[config.mk]
export PLATFORM = sky130hd
export DESIGN_NAME = reg_write_sequencer
export DESIGN_NICKNAME = d
export VERILOG_FILES = /design/src/rtl/reg_write_sequencer_pkg.sv /design/src/rtl/reg_write_sequencer_alu_timer.sv /design/src/rtl/reg_write_sequencer.sv
export SDC_FILE = /design/constraint.sdc
export NUM_CORES = 1
export LEC_CHECK = 0
export ABC_AREA = 1
export ABC_CLOCK_PERIOD_IN_PS = 1200
export BUFFER_PORTS_ARGS = -buffer_cell sky130_fd_sc_hd__buf_2
export CORE_AREA = 2 2 74 76
export DETAILED_ROUTE_END_ITERATION = 8
export DIE_AREA = 0 0 76 78
export GPL_TIMING_DRIVEN = 0
export PLACE_DENSITY_LB_ADDON = 0.25
export SETUP_SLACK_MARGIN = 0.2
export SLEW_MARGIN = 20
export SYNTH_ARGS = -nofsm -noshare
export SYNTH_HDL_FRONTEND = slang
export SYNTH_SLANG_ARGS = --single-unit
[constraint.sdc]
create_clock -name clk -period 1.2 [get_ports clk]
set_input_delay 0.18 -clock clk [delete_from_list [all_inputs] [get_ports clk]]
set_output_delay 0.18 -clock clk [all_outputs]
set_load 0.02 [all_outputs]
[src/rtl/reg_write_sequencer_pkg.sv]
// Shared processor-wide definitions for the register write sequencer.
package reg_write_sequencer_pkg;

  // Opcodes in instr[15:12].
  localparam logic [3:0] OP_NOP  = 4'h0;
  localparam logic [3:0] OP_LDI  = 4'h1;
  localparam logic [3:0] OP_EXEC = 4'h2;
  localparam logic [3:0] OP_HALT = 4'hF;

  // Register block select encodings.
  localparam logic [1:0] SEL_A   = 2'b00;
  localparam logic [1:0] SEL_B   = 2'b01;
  localparam logic [1:0] SEL_OUT = 2'b10;

  // Instruction field bit positions.
  localparam int unsigned OpcodeMsb = 15;
  localparam int unsigned OpcodeLsb = 12;
  localparam int unsigned DstMsb    = 11;
  localparam int unsigned DstLsb    = 10;
  localparam int unsigned ImmMsb    = 7;
  localparam int unsigned ImmLsb    = 0;
  localparam int unsigned AluOpMsb  = 3;
  localparam int unsigned AluOpLsb  = 0;

  typedef enum logic [2:0] {
    StFetch,
    StDecode,
    StAluStart,
    StAluWait,
    StWrite,
    StHalted
  } seq_state_e;

  // dst=11 has no register behind it.
  function automatic logic dst_is_legal(logic [1:0] dst);
    return (dst == SEL_A) || (dst == SEL_B) || (dst == SEL_OUT);
  endfunction

endpackage

[src/rtl/reg_write_sequencer_alu_timer.sv]
// ALU wait timeout counter: cleared by load, counts while enabled, and flags the
// wait cycle in which the count reaches ALU_TIMEOUT.
module seq_alu_timer #(
  parameter int unsigned ALU_TIMEOUT = 15
) (
  input  logic clk,
  input  logic rst_n,
  input  logic load_i,
  input  logic en_i,
  output logic expired_o
);

  localparam logic [7:0] LastCount = 8'(ALU_TIMEOUT - 1);

  logic [7:0] count_q;

  // Count wait cycles since the last load.
  always_ff @(posedge clk or negedge rst_n) begin
    if (!rst_n) begin
      count_q <= 8'd0;
    end else if (load_i) begin
      count_q <= 8'd0;
    end else if (en_i) begin
      count_q <= count_q + 8'd1;
    end
  end

  // High in the wait cycle whose closing edge takes the count to ALU_TIMEOUT.
  always_comb begin
    expired_o = en_i && (count_q == LastCount);
  end

endmodule

[src/rtl/reg_write_sequencer.sv]
// Instruction sequencer driving the general-purpose register block write port,
// with an ALU start/done handshake guarded by a timeout.
module reg_write_sequencer #(
  parameter int unsigned ALU_TIMEOUT = 15,
  parameter int unsigned DW          = 8
) (
  input  logic          clk,
  input  logic          rst_n,
  input  logic          instr_valid_i,
  output logic          instr_ready_o,
  input  logic [15:0]   instr_i,
  output logic          alu_start_o,
  output logic [3:0]    alu_op_o,
  input  logic          alu_done_i,
  input  logic [DW-1:0] alu_result_i,
  output logic          we_reg_o,
  output logic [1:0]    reg_select_o,
  output logic [DW-1:0] data_in_o,
  input  logic          resume_i,
  output logic          halted_o,
  output logic          err_o,
  output logic [7:0]    retired_count_o
);

  import reg_write_sequencer_pkg::*;

  seq_state_e    state_q;
  logic [15:0]   instr_q;
  logic          instr_ready_q;
  logic          alu_start_q;
  logic [3:0]    alu_op_q;
  logic          we_reg_q;
  logic [1:0]    reg_select_q;
  logic [DW-1:0] data_in_q;
  logic          halted_q;
  logic          err_q;
  logic [7:0]    retired_count_q;

  logic          timer_expired;
  logic          unused_instr_bits;

  assign unused_instr_bits = ^instr_q[9:8];

  seq_alu_timer #(
    .ALU_TIMEOUT (ALU_TIMEOUT)
  ) u_alu_timer (
    .clk       (clk),
    .rst_n     (rst_n),
    .load_i    (state_q == StAluStart),
    .en_i      (state_q == StAluWait),
    .expired_o (timer_expired)
  );

  // Sequencer FSM; every output is a register set on entry to the state that owns it.
  always_ff @(posedge clk or negedge rst_n) begin
    if (!rst_n) begin
      state_q         <= StFetch;
      instr_q         <= 16'h0000;
      instr_ready_q   <= 1'b1;
      alu_start_q     <= 1'b0;
      alu_op_q        <= 4'h0;
      we_reg_q        <= 1'b0;
      reg_select_q    <= 2'b00;
      data_in_q       <= '0;
      halted_q        <= 1'b0;
      err_q           <= 1'b0;
      retired_count_q <= 8'd0;
    end else begin
      // Single-cycle strobes default low.
      alu_start_q <= 1'b0;
      we_reg_q    <= 1'b0;
      unique case (state_q)
        StFetch: begin
          if (instr_valid_i) begin
            instr_q       <= instr_i;
            instr_ready_q <= 1'b0;
            state_q       <= StDecode;
          end
        end
        StDecode: begin
          case (instr_q[OpcodeMsb:OpcodeLsb])
            OP_NOP: begin
              retired_count_q <= retired_count_q + 8'd1;
              instr_ready_q   <= 1'b1;
              state_q         <= StFetch;
            end
            OP_LDI: begin
              if (dst_is_legal(instr_q[DstMsb:DstLsb])) begin
                we_reg_q     <= 1'b1;
                reg_select_q <= instr_q[DstMsb:DstLsb];
                data_in_q    <= DW'(instr_q[ImmMsb:ImmLsb]);
                state_q      <= StWrite;
              end else begin
                err_q         <= 1'b1;
                instr_ready_q <= 1'b1;
                state_q       <= StFetch;
              end
            end
            OP_EXEC: begin
              alu_start_q <= 1'b1;
              alu_op_q    <= instr_q[AluOpMsb:AluOpLsb];
              state_q     <= StAluStart;
            end
            OP_HALT: begin
              retired_count_q <= retired_count_q + 8'd1;
              halted_q        <= 1'b1;
              state_q         <= StHalted;
            end
            default: begin
              err_q         <= 1'b1;
              instr_ready_q <= 1'b1;
              state_q       <= StFetch;
            end
          endcase
        end
        StAluStart: begin
          state_q <= StAluWait;
        end
        StAluWait: begin
          // A done on the final allowed cycle wins over the timeout.
          if (alu_done_i) begin
            we_reg_q     <= 1'b1;
            reg_select_q <= SEL_OUT;
            data_in_q    <= alu_result_i;
            state_q      <= StWrite;
          end else if (timer_expired) begin
            err_q         <= 1'b1;
            instr_ready_q <= 1'b1;
            state_q       <= StFetch;
          end
        end
        StWrite: begin
          retired_count_q <= retired_count_q + 8'd1;
          instr_ready_q   <= 1'b1;
          state_q         <= StFetch;
        end
        StHalted: begin
          if (resume_i) begin
            halted_q      <= 1'b0;
            instr_ready_q <= 1'b1;
            state_q       <= StFetch;
          end
        end
        default: begin
          instr_ready_q <= 1'b1;
          state_q       <= StFetch;
        end
      endcase
    end
  end

  assign instr_ready_o   = instr_ready_q;
  assign alu_start_o     = alu_start_q;
  assign alu_op_o        = alu_op_q;
  assign we_reg_o        = we_reg_q;
  assign reg_select_o    = reg_select_q;
  assign data_in_o       = data_in_q;
  assign halted_o        = halted_q;
  assign err_o           = err_q;
  assign retired_count_o = retired_count_q;

endmodule

==> key figures <==
Timing
  – Min Clock Period, post-route: 1.495 ns
  – Normalized max-slew margin: 68.54%
  – Worst Max-Slew Pin Slew: 0.4702 ns
  – Finish-stage setup viols: 48
  – Final Max Tran Viols: 0
  – Part of the cycle the worst path needs: 124.5%
  – Skew final: 0.01058 ns
  – Post-layout worst setup margin: -0.2946 ns
  – RSZ-0062 raised after global routing: yes
  – Peak Freq: 0.6691 GHz
  – Final Hold Vio Count: 0

Place
  – Placed cell area: 0.002819 sq mm
  – Instance count after placement with tap cells included: 389
  – Final HPWL from detailed placement: 3734 um
  – Placer congestion estimate: 0.8042
  – Number of buffer cells added on primary ports: 53

Worst setup path
  – Cell family with most CP delay: simple AND/OR/NAND/NOR gates
  – Endpoint required time on the critical path: 1.44 ns
  – Largest incremental delay on the critical path: 0.45 ns
  – Reg-to-reg slack, setup: -0.29 ns
  – Setup crit end kind: flip-flop
  – Critical-path cell list: inv_4 -> nor3_4 -> nand2_2 -> nand3_4 -> buf_6 -> nand2_1 -> o21ai_1
  – Type of origin of the critical path: flip-flop
  – Cell with the largest stage delay on the worst path: dfrtp_2
  – Combined buffer and inverter count along the critical path: 2
  – Worst-path maximum fanout: 5
  – Endpoint arrival time on the critical path: 1.73 ns
  – Worst setup path class: reg -> reg

Power and ir drop
  – Leakage power: 1.877 nW
  – Largest voltage drop on the vdd net: 1269 uV
  – Power Total: 0.009377 W
  – PD cells: 2450 mW/mm^2

Global routing
  – Met2 layer usage reported by global route: 40.45%
  – Remaining Overflow, GRT: 0
  – First-pass GRT wire length: 10790 um
  – GR Util met1: 28.65%
  – Vias in the first global route: 2329
  – Largest net degree at the start of global routing: 53
  – GRT met3 Usage: 5.000%
  – Initial antenna violation count: 0
  – Aggregate global-route resource usage: 23.00%
  – Global route hottest layer: met2

Drt
  – Count of nets left with antenna violations after detail routing: 0
  – DRC violations left: 0
  – Final routed wire length divided by cell count: 15.72 um
  – Vias per cell: 5.209
  – First-pass detailed-route iteration total: 4
  – Routed vias: 2339
  – Number of design-rule violations left by the first detailed-router iteration: 129
  – Final routed wirelength across all metal layers: 7058 um

Run status
  – Status: finished with violations
  – Violations in the final reports: negative setup slack

Yosys
  – Count of yosys warnings during synthesis: 0
  – Netlist area before placement: 0.002402 sq mm
  – Area share of the largest cell type after synthesis: 53.13%
  – Number of different library cells in the post-synthesis netlist: 31
  – Sequential share of the synthesized area: 54.22%
  – Total of flip-flops plus latches after synthesis: 52
  – Syn nets: 298
  – Synth Instances: 266
  – Synth top area cells: dfrtp_1 (53%), nand2_1 (11%), nor2_1 (4.4%), mux2_2 (4.2%), inv_1 (3.3%)
  – Syn_area_per_cell: 9.031 sq um
  – Largest area contributor in the netlist: dfrtp_1

Finish
  – Area added between synthesis and finish: 59.32%
  – Final core area utilization: 75.91%
  – FF+latch area: 0.001308 sq mm
  – Total inserted antenna cells: 0
  – Finished Cell Area: 0.003827 sq mm
  – Layout fillers: 345
  – Area of combinational cells with multiple inputs: 0.001250 sq mm
  – Final layout net count: 410
  – Fraction of final layout cells sized beyond drive strength 1: 49.60%
  – Number of standard cells in the final layout excluding fillers: 449

CTS
  – H-tree level count: 2
  – Bufs on Longest Clock Path: 2
  – CTS root buf: clkbuf_8
  – Num Clock Sinks: 52
  – Number of buffers inserted during clock tree synthesis: 5
  – Clock insertion delay at the later pin of the skew report: 0.32 ns
  – Worst-path clk slew: 0.10 ns
  – Clock tree from TritonCTS: yes

Floorplanning
  – Die Width: 76 um
  – Placement Rows: 26
  – Number of placed I/O pins: 56
  – Area of the core: 0.005042 sq mm
  – Die extent in y: 78 um
  – Starting Density: 47.64%
  – Die Footprint: 0.005928 sq mm

Flow run
  – Max-capacitance violation count: 0

Hold path
  – Worst hold-check path type: in -> reg
==> kinds of logic (layout without fill, tap and decap cells) <==
family	count (synthesis)	after routing	synth area share [%]
AOI/OAI and AO/OA	39	39	9.011
xor gates and xnor gates	6	6	2.187
adders and majority gates	3	3	1.563
buffers and inverters	30	141	5.260
DFF	52	52	54.22
muxes	9	9	4.219
and+or+nand+nor	127	129	23.54
==> registers in the layout, summed over array words and instances, names as in the netlist <==
register	flops
instr_ready_o	1
instr_q	14
err_o	1
retired_count_o	8
u_alu_timer.count_q	8
alu_op_o	4
alu_start_o	1
data_in_o	8
we_reg_o	1
reg_select_o	2
state_q	3
halted_o	1
==> timing repair <==
item / in CTS / in global routing
setup endpoints to repair: 79 / 130
hold endpoints to repair: 51 / 0
pin swaps: 14 / 14
buffers inserted: 31 / 14
hold buffers: 1 / 0
cloned: 6 / 0
gates resized for setup: 103 / 39
==> worst reg2reg max path, stage by stage (launching register included) <==
cell     delay [ns]
dfrtp_2        0.45
inv_4          0.07
nor3_4         0.31
nand2_2        0.18
nand3_4        0.14
buf_6          0.14
nand2_1        0.06
o21ai_1        0.08
==> placed cells by master, fill, tap and decap left out, types with 3 or more instances in the layout <==
cell type / instances
nand2_4: 6
a21oi_1: 8
nor2_1: 21
nor2_2: 6
buf_2: 26
dfrtp_1: 47
xor2_1: 5
nand4_1: 6
inv_1: 18
nand3_1: 7
a31oi_1: 7
mux2_2: 9
o21ai_2: 7
buf_8: 3
inv_4: 4
buf_4: 33
clkbuf_8: 5
nand3_4: 6
nand2_2: 13
o21ai_1: 10
dfrtp_2: 4
buf_6: 42
nand2_1: 53
==> area by class of cell <==
type                       instances  share of cell area (%)
inverter                          25                   2.844
multi-input combinational        186                   32.66
clock buffer                       5                   1.798
clock inverter                     3                  0.6865
tap                               70                   2.288
timing repair buffer             103                   23.80
buffer                             5                   1.765
sequential                        52                   34.16
==> report_power, final <==
group	total [W]	internal [W]	switching [W]
combinational	0.00529	0.00266	0.00264
sequential	0.00304	0.00243	0.000618
clock	0.00104	0.000426	0.000612
==> through the flow <==
step                      hold WS [ns]  setup TNS (ns)  worst slack [ns]
after floorplan                -0.1156          -2.182          -0.08702
after CTS                      0.08045          -6.518           -0.2003
after detailed placement        0.2585          -10.37           -0.3124
after global placement          0.4122          -11.04           -0.3039
after global routing           0.08043          -11.40           -0.3559
final                          0.08539          -9.152           -0.2946
==> metal layers <==
metal	part of all wire (%)	wire length, um
met5	0	0
met2	53	3736
met3	4.6	323
met1	40	2856
met4	2.0	142
==> cells in the mapped netlist <==
| master | number |
|---|---|
| a21oi_1 | 10 |
| a31oi_1 | 8 |
| a32o_1 | 1 |
| buf_2 | 2 |
| buf_4 | 1 |
| buf_6 | 1 |
| clkbuf_1 | 1 |
| dfrtp_1 | 51 |
| dfstp_2 | 1 |
| ha_1 | 3 |
| inv_1 | 21 |
| inv_2 | 4 |
| mux2_2 | 9 |
| nand2_1 | 69 |
| nand2_2 | 3 |
| nand3_1 | 10 |
| nand3_2 | 4 |
| nand3b_1 | 2 |
| nand4_1 | 6 |
| nor2_1 | 28 |
| nor2_2 | 1 |
| nor3_1 | 1 |
| nor3_4 | 1 |
| o21ai_0 | 12 |
| o21ai_1 | 6 |
| o21bai_1 | 1 |
| o41ai_1 | 1 |
| or2_1 | 1 |
| or2_2 | 1 |
| xnor2_1 | 1 |
| xor2_1 | 5 |
==> worst paths after layout <==
check	from	endpoint	depth (start not counted)
min in group asynchronous	rst_n	err_o	2
worst max-delay path	state_q[0]	retired_count_o[4]	7
worst max register to register	state_q[0]	retired_count_o[4]	7
max in group asynchronous	rst_n	u_alu_timer.count_q[1]	2
worst min register to register	instr_q[7]	instr_q[7]	1
worst min-delay path	instr_i[1]	instr_q[1]	2
(Power assumes the default switching activity.)
